==> config.mk <==
export PLATFORM = sky130hd
export DESIGN_NAME = psg_bus_controller_flat
export DESIGN_NICKNAME = d
export VERILOG_FILES = /design/src/rtl/psg_bus_controller_if.sv /design/src/rtl/psg_bus_controller.sv /design/src/flat_wrapper.sv
export SDC_FILE = /design/constraint.sdc
export NUM_CORES = 1
export LEC_CHECK = 0
export ABC_AREA = 1
export CELL_PAD_IN_SITES_DETAIL_PLACEMENT = 0
export CELL_PAD_IN_SITES_GLOBAL_PLACEMENT = 1
export CORE_MARGIN = 8
export CORE_UTILIZATION = 39
export CTS_BUF_LIST = sky130_fd_sc_hd__clkbuf_2 sky130_fd_sc_hd__clkbuf_4 sky130_fd_sc_hd__clkbuf_8
export CTS_CLUSTER_SIZE = 20
export DETAILED_ROUTE_END_ITERATION = 10
export PLACE_DENSITY = 0.91
export SLEW_MARGIN = 5
export SYNTH_ARGS = -nofsm -noshare
export SYNTH_HDL_FRONTEND = slang
export SYNTH_SLANG_ARGS = --single-unit
export TNS_END_PERCENT = 1
==> constraint.sdc <==
create_clock -name clk -period 4.22 [get_ports clk]
set_clock_uncertainty 0.05 [all_clocks]
set_input_delay 1.266 -clock clk [delete_from_list [all_inputs] [get_ports clk]]
set_output_delay 1.266 -clock clk [all_outputs]
set_load 0.01 [all_outputs]
==> src/rtl/psg_bus_controller_if.sv <==
// psg_bus_controller_if: host write handshake and PSG control register bus
interface psg_bus_controller_if;
  logic        wr;
  logic [7:0]  data;
  logic        ready;
  logic [15:0] attn;
  logic [29:0] tone_freq;
  logic [2:0]  noise_ctrl;
  logic        noise_reset;
  modport master (output wr, data, input ready, attn, tone_freq, noise_ctrl, noise_reset);
  modport slave (input wr, data, output ready, attn, tone_freq, noise_ctrl, noise_reset);
endinterface

==> src/rtl/psg_bus_controller.sv <==
// psg_bus_controller: SN76489 latch/data byte decoder owning all PSG control registers
module psg_bus_controller #(
  parameter int         WRITE_CYCLES = 4,
  parameter logic [3:0] RESET_ATTN   = 4'hF
) (
  input logic                 clk,
  input logic                 reset,
  psg_bus_controller_if.slave bus
);
  typedef enum logic [1:0] {IDLE, APPLY, WAIT} state_t;
  state_t      state_q, state_d;
  logic [7:0]  hold_q, hold_d;
  logic [7:0]  cnt_q, cnt_d;
  logic [2:0]  ptr_q, ptr_d;
  logic [15:0] attn_q, attn_d;
  logic [29:0] tone_q, tone_d;
  logic [2:0]  noise_q, noise_d;
  logic        nrst_q, nrst_d;
  logic [1:0]  ch;
  logic        vol;
  assign ch  = hold_q[7] ? hold_q[6:5] : ptr_q[2:1];
  assign vol = hold_q[7] ? hold_q[4] : ptr_q[0];
  assign bus.ready       = state_q == IDLE;
  assign bus.attn        = attn_q;
  assign bus.tone_freq   = tone_q;
  assign bus.noise_ctrl  = noise_q;
  assign bus.noise_reset = nrst_q;
  // state and control registers; reset discards any write in flight
  always_ff @(posedge clk)
    if (reset) begin
      state_q <= IDLE;
      hold_q  <= '0;
      cnt_q   <= '0;
      ptr_q   <= '0;
      attn_q  <= {4{RESET_ATTN}};
      tone_q  <= '0;
      noise_q <= '0;
      nrst_q  <= 1'b0;
    end else begin
      state_q <= state_d;
      hold_q  <= hold_d;
      cnt_q   <= cnt_d;
      ptr_q   <= ptr_d;
      attn_q  <= attn_d;
      tone_q  <= tone_d;
      noise_q <= noise_d;
      nrst_q  <= nrst_d;
    end
  // capture in IDLE, decode in APPLY, then WAIT runs WRITE_CYCLES-1 cycles so ready is low WRITE_CYCLES cycles
  always_comb begin
    state_d = state_q;
    hold_d  = hold_q;
    cnt_d   = cnt_q;
    ptr_d   = ptr_q;
    attn_d  = attn_q;
    tone_d  = tone_q;
    noise_d = noise_q;
    nrst_d  = 1'b0;
    case (state_q)
      IDLE: begin
        hold_d  = bus.wr ? bus.data : hold_q;
        state_d = bus.wr ? APPLY : IDLE;
      end
      APPLY: begin
        ptr_d   = hold_q[7] ? hold_q[6:4] : ptr_q;
        cnt_d   = 8'(WRITE_CYCLES - 2);
        state_d = WAIT;
        if (vol)
          attn_d[{ch, 2'b00} +: 4] = hold_q[3:0];
        else if (ch == 2'd3) begin
          noise_d = hold_q[2:0];
          nrst_d  = 1'b1;
        end else
          for (int i = 0; i < 3; i++)
            if (ch == 2'(i))
              tone_d[10*i +: 10] = hold_q[7] ? {tone_q[10*i+4 +: 6], hold_q[3:0]}
                                             : {hold_q[5:0], tone_q[10*i +: 4]};
      end
      WAIT: begin
        cnt_d   = cnt_q - 8'd1;
        state_d = cnt_q == 8'd0 ? IDLE : WAIT;
      end
      default: state_d = IDLE;
    endcase
  end
endmodule

==> src/flat_wrapper.sv <==
// flat-port wrapper written by rule: the top's interface ports become plain ports
module psg_bus_controller_flat 
#(
  parameter int         WRITE_CYCLES = 4,
  parameter logic [3:0] RESET_ATTN   = 4'hF
)
  (clk, reset, bus_wr, bus_data, bus_ready, bus_attn, bus_tone_freq, bus_noise_ctrl, bus_noise_reset);
  psg_bus_controller_if bus_i ();
  input logic clk;
  input logic reset;
  input wire logic [$bits(bus_i.wr)-1:0] bus_wr;
  input wire logic [$bits(bus_i.data)-1:0] bus_data;
  output wire logic [$bits(bus_i.ready)-1:0] bus_ready;
  output wire logic [$bits(bus_i.attn)-1:0] bus_attn;
  output wire logic [$bits(bus_i.tone_freq)-1:0] bus_tone_freq;
  output wire logic [$bits(bus_i.noise_ctrl)-1:0] bus_noise_ctrl;
  output wire logic [$bits(bus_i.noise_reset)-1:0] bus_noise_reset;
  assign bus_i.wr = bus_wr;
  assign bus_i.data = bus_data;
  assign bus_ready = bus_i.ready;
  assign bus_attn = bus_i.attn;
  assign bus_tone_freq = bus_i.tone_freq;
  assign bus_noise_ctrl = bus_i.noise_ctrl;
  assign bus_noise_reset = bus_i.noise_reset;
  psg_bus_controller #(.WRITE_CYCLES(WRITE_CYCLES), .RESET_ATTN(RESET_ATTN)) u_core (.clk(clk), .reset(reset), .bus(bus_i));
endmodule
==> reports/metrics.yaml, run 1 <==
placement:
  port_buffers: 61
  postPlaceCellArea_sq_mm: 0.003801
  gp_congestion: 0.8445
  post-dp-hpwl_mm: 5.310
  placed_cells: 608
logic_synthesis:
  yosysWarnings: 0
  ys_seq_area_share_pct: 44.27
  syn-num-nets: 481
  synthTopCellsByArea: "dfxtp_1, nand2_1, nor2_1, inv_1, ha_1"
  synth_cell_types: 17
  synth.cell_area_sq_mm: 0.003211
  avgSynthCellArea_sq_um: 7.025
  syn_inst: 457
  synth_top_area_share_pct: 44.27
  ys_ff_latch: 71
  synth_top_area_cell: "dfxtp_1"
finish:
  multiInputGateArea_sq_mm: 0.001394
  finalNonFillerCells: 624
  drive_gt1_share_pct: 4.432
  area_delta_synth_final_pct: 26.03
  diodes: 0
  nets: 538
  seq_area_sq_mm: 0.001421
  utilization_pct: 50.00
  fin_area_sq_mm: 0.004046
  fill_cells: 837
floorplanning:
  die_w_um: 106.7
  die-area_sq_mm: 0.01139
  io_pins: 62
  num_rows: 33
  die_y_um: 106.7
  initial_core_util_pct: 39.67
  core-area_sq_mm: 0.008093
detailed_routing:
  drt-initial-drc-count: 147
  totalWireLength_mm: 7.403
  wl_per_cell_um: 11.86
  viasPerCell: 4.558
  first_pass_iters: 6
  detail-route-antenna-nets: 0
  route.detailed.drc: 0
  vias: 2844
timing:
  period_minus_slack_ps: 2843
  fin_tns_setup_ps: 0
  finalSetupViolations: 0
  slew_headroom_pct: 54.31
  min_period_over_period_pct: 67.38
  tightest_slew_ps: 678.2
  hold_viol_final: 0
  fmax_mhz: 351.7
  rsz0062_at_grt: "false"
  slew_violations: 0
global_routing:
  antenna_found_initial: 0
  grt.overflow.total: 0
  grt_pass1_wl_mm: 12.32
  grt_max_degree: 50
  grt_pass1_vias: 2627
  grt_util_all_layers_pct: 13.39
clocking:
  cts.hold.buffers_added: 0
  postCtsSetupRepairBufs: 0
  numCtsBuffers: 9
  clk_pin_slew_ps: 70
  clock-sinks: 71
  clkLatencyLatePin_ps: 340
  clock-root-buffer: "clkbuf_8"
  cts.path.max_buffers: 2
  cts_tree: "done"
  cts-resized-gates: 0
  htreeDepth: 3
setup_path:
  crit_fanout: 3
  required_ps: 2900
  criticalPathCategory: "register to output port"
  worstPathArrival_ps: 1530
  end_kind: "output port"
  cp-start-kind: "register"
power:
  power_density_mw_per_mm2: 396.1
  leakage_nw: 1.889
  vdd_drop_max_v: 0.0001656
status:
  status: "complete, no violations"
flow_run:
  maxCapViolCount: 0
min_path:
  hold_class: "register to register"
==> metrics by stage <==
| stage | setup slack (ps) | total power, mW | hold slack (ps) |
|---|---|---|---|
| 3_3_place_gp | 1264 | 0.9523 | 388.7 |
| 2_1_floorplan | 2147 | 0.8988 | 374.6 |
| 5_1_grt | 1293 | 1.687 | 445.8 |
| 3_5_place_dp | 1235 | 0.9573 | 396.9 |
| 6_report | 1377 | 1.603 | 406.0 |
| 4_1_cts | 1356 | 1.621 | 408.3 |
==> flip-flops by register name, summed over array words and instances (netlist names) <==
| name | flops |
|---|---|
| u_core.hold_q | 8 |
| u_core.bus.noise_reset | 1 |
| u_core.ptr_q | 3 |
| u_core.cnt_q | 8 |
| u_core.bus.attn | 16 |
| u_core.bus.tone_freq | 30 |
| u_core.bus.noise_ctrl | 3 |
| u_core.state_q | 2 |
==> layer usage <==
metal | wire length, um | track usage [%] | vias to the layer above
met5 | 0 | 0 | -
met4 | 96 | 6.332 | 0
met3 | 614 | 4.079 | 9
met2 | 3215 | 20.65 | 85
met1 | 3476 | 16.71 | 1233
li1 | - | - | 1517
==> area by class of cell <==
cell class / count / area share (%)
sequential: 71 / 35.13
multi-input combinational: 308 / 34.45
timing repair buffer: 63 / 15.46
inverter: 61 / 5.659
clock buffer: 10 / 3.401
tap: 105 / 3.247
clock inverter: 6 / 2.659
==> where the power goes <==
| part | leakage, nW | total (mW) | switching (mW) | internal, mW |
|---|---|---|---|---|
| clock | 0.122 | 0.662 | 0.255 | 0.407 |
| sequential | 0.577 | 0.734 | 0.0316 | 0.702 |
| combinational | 1.19 | 0.208 | 0.127 | 0.0807 |
==> cells in the mapped netlist (all sizes together) <==
cell type	number
o21ai	18
buf	8
a21oi	24
nand3	13
bufbuf	1
ha	13
nor2	100
or2	3
nor3	6
clkbuf	8
inv	61
dfxtp	71
nand2	117
nand4	14
==> logic make-up after synthesis <==
logic type,synth area share (%)
flip-flops,44.27
adder cells (fa/ha/maj),5.066
AO/OA/AOI/OAI,6.547
AND/OR/NAND/NOR,31.80
buffers and inverters,12.31
==> worst paths after layout <==
| kind | from | endpoint | slack [ps] | cells past startpoint |
|---|---|---|---|---|
| max | u_core.state_q[0] | bus_ready | 1380 | 3 |
| min | u_core.ptr_q[1] | u_core.ptr_q[1] | 410 | 2 |
| max reg2reg | u_core.hold_q[7] | u_core.bus.tone_freq[16] | 1550 | 10 |
| min reg2reg | u_core.ptr_q[1] | u_core.ptr_q[1] | 410 | 2 |
==> critical path, stage by stage, from the launching register on <==
cell and delay [ps]:
dfxtp_1 380, inv_1 80, ha_1 230, clkdlybuf4s50_1 490
==> cell usage in the layout, fill, tap and decap left out <==
cell type,instances
nand2_1,117
clkbuf_8,10
nor3_1,6
or2_2,3
ha_1,13
clkdlybuf4s50_1,61
nor2_1,98
o21ai_0,18
dfxtp_1,71
clkinvlp_4,1
a21oi_1,24
clkinv_2,2
nand3_1,13
bufinv_16,3
nand4_1,14
nor2_2,2
inv_1,61
buf_4,2
Note: power is estimated with default switching activity, not from simulation.
==> run 2, diff against run 1 <==
CORE_UTILIZATION = 34   (was 39)
PLACE_DENSITY = 0.84   (was 0.91)
clock period = 2.35 ns   (was 4.22 ns; I/O delays follow)
==> reports/metrics.yaml, run 2 (same netlist as run 1, synthesis figures left out) <==
placement:
  placed_cells: 620  # +2.0%
  port_buffers: 61  # unchanged
  postPlaceCellArea_sq_mm: 0.003866  # +1.7%
  gp_congestion: 0.7976  # -5.6%
  post-dp-hpwl_mm: 5.771  # +8.7%
  dp_slack_ps: 118.9  # -1116 ps
finish:
  final_common_cell: "nand2_1"
  seq_area_sq_mm: 0.001423  # about the same
  fin_area_sq_mm: 0.004154  # +2.7%
  layout_common_cells: "nand2_1, nor2_1, dfxtp_1"
  drive_gt1_share_pct: 6.262  # +1.8 points
  finalNonFillerCells: 638  # +2.2%
  multiInputGateArea_sq_mm: 0.001394  # unchanged
  area_delta_synth_final_pct: 29.38
  fill_cells: 937  # +12%
  diodes: 0  # unchanged
  largest_reg_flops: 30  # unchanged
  nets: 546  # +1.5%
  utilization_pct: 45.17  # -4.8 points
detailed_routing:
  detail-route-antenna-nets: 0  # unchanged
  vias: 2887  # +1.5%
  wl_per_cell_um: 12.54  # +5.7%
  first_pass_iters: 4  # -2
  drt-initial-drc-count: 154  # +4.8%
  viasPerCell: 4.525  # -0.72%
  totalWireLength_mm: 8.001  # +8.1%
  route.detailed.drc: 0  # unchanged
power:
  p_total_mw: 3.001  # +87%
  leakage_nw: 1.941  # +2.8%
  switchingPower_mw: 0.7695  # +86%
  switching_share_pct: 25.64  # -0.15 points
  vdd_drop_max_v: 0.0002937  # +77%
  clockPowerShare_pct: 43.0  # +1.7 points
  p_comb_share_pct: 13.0  # about the same
  power_density_mw_per_mm2: 722.4  # +82%
  p_int_mw: 2.231  # +88%
  pwr-share-seq_pct: 44.0  # -1.8 points
global_routing:
  antenna_found_initial: 0  # unchanged
  grt.overflow.total: 0  # unchanged
  grt_util_all_layers_pct: 13.00  # -0.39 points
  grt_pass1_vias: 2704  # +2.9%
  grt_max_degree: 48  # -4.0%
  grt_pass1_wl_mm: 13.31  # +8.0%
timing:
  setup_ws_ps: 277.4  # -1099 ps
  slew_violations: 0  # unchanged
  period_minus_slack_ps: 2073
  fin_hold_ws_ps: 406.8  # +0.8290 ps
  slew_headroom_pct: 67.10  # +13 points
  tightest_slew_ps: 492.8  # -185.4 ps
  hold_viol_final: 0  # unchanged
  finalSetupViolations: 0  # unchanged
  min_period_over_period_pct: 88.20
  fin_tns_setup_ps: 0  # unchanged
  rsz0062_at_grt: "false"
  fmax_mhz: 482.5
status:
  status: "complete, no violations"
clocking:
  numCtsBuffers: 9  # unchanged
  cts_tree: "done"
  clk_pin_slew_ps: 70  # about the same
  clkLatencyLatePin_ps: 350  # about the same
  htreeDepth: 3  # unchanged
  clock-root-buffer: "clkbuf_8"
  cts.path.max_buffers: 2  # unchanged
  clock-sinks: 71  # unchanged
  cts.hold.buffers_added: 0  # unchanged
setup_path:
  crit_fanout: 8  # +5
  worstPathArrival_ps: 2260  # +730 ps
  required_ps: 2540  # -360 ps
  criticalPathCategory: "register to register"
  end_kind: "register"
  cp-start-kind: "register"
floorplanning:
  initial_core_util_pct: 34.91  # -4.8 points
  num_rows: 35  # +6.1%
  die_w_um: 113.2  # +6.0%
  io_pins: 62  # unchanged
  die_y_um: 113.2  # +6.0%
  core-area_sq_mm: 0.009196  # +14%
  die-area_sq_mm: 0.01281  # +12%
flow_run:
  maxCapViolCount: 0  # unchanged
min_path:
  hold_class: "register to register"
-- run 2: cell count changes in the layout (fill, tap and decap cells not counted), sizes merged --
| cell | before | now |
|---|---|---|
| clkbuf | 10 | 9 |
| buf | 2 | 10 |
| clkdlybuf4s50 | 61 | 60 |
| dlymetal6s2s | 0 | 1 |
| bufinv | 3 | 4 |
-- run 2: area by class of cell --
class                   count  share of cell area [%]
clock buffers               9                   2.982
clock inverters             7                   3.494
inverters                  61                   5.512
multi-input cells         308                   33.55
flip-flops and latches     71                   34.25
well taps                 111                   3.343
repair buffers             71                   16.87
-- run 2: power groups by stage --
stage | Clock, mW | Combinational [mW] | Sequential (mW)
2_1_floorplan | 0 | 0.289 | 1.32
3_3_place_gp | 0 | 0.382 | 1.35
3_5_place_dp | 0 | 0.391 | 1.35
4_1_cts | 1.33 | 0.393 | 1.32
5_1_grt | 1.38 | 0.444 | 1.33
6_report | 1.29 | 0.390 | 1.32
-- run 2: critical path, stage by stage, from the launching register on --
cell and delay [ps]:
dfxtp_2 380, inv_1 80, or2_2 270, o21ai_0 100, inv_1 130, ha_1 290, inv_2 120, nand4_1 290
nor2_1 190, nor2_1 60
-- run 2: worst paths after layout --
| check | start | to | slack (ps) | depth (start not counted) |
|---|---|---|---|---|
| worst max-delay path | u_core.hold_q[7] | u_core.bus.tone_freq[22] | 280 | 9 |
| worst min-delay path | u_core.ptr_q[1] | u_core.ptr_q[1] | 410 | 2 |
| worst max register to register | u_core.hold_q[7] | u_core.bus.tone_freq[22] | 280 | 9 |
| worst min register to register | u_core.ptr_q[1] | u_core.ptr_q[1] | 410 | 2 |
-- run 2: what timing repair did --
item	in CTS	in global routing
setup buffers	0	2
resized for setup	0	3
setup endpoints to repair	0	19
-- run 2: metal layers --
layer,global-route usage [%],vias up,wire length [um]
met5,0,-,0
met4,6.128,0,129
met3,4.260,10,451
met2,19.80,57,3576
met1,16.22,1287,3843
li1,-,1533,-
==> run 3, diff against run 2 <==
CTS_CLUSTER_DIAMETER = 60   (was default)
==> results of run 3 <==
The final DEF is identical to that of run 2; final timing and power are the same.
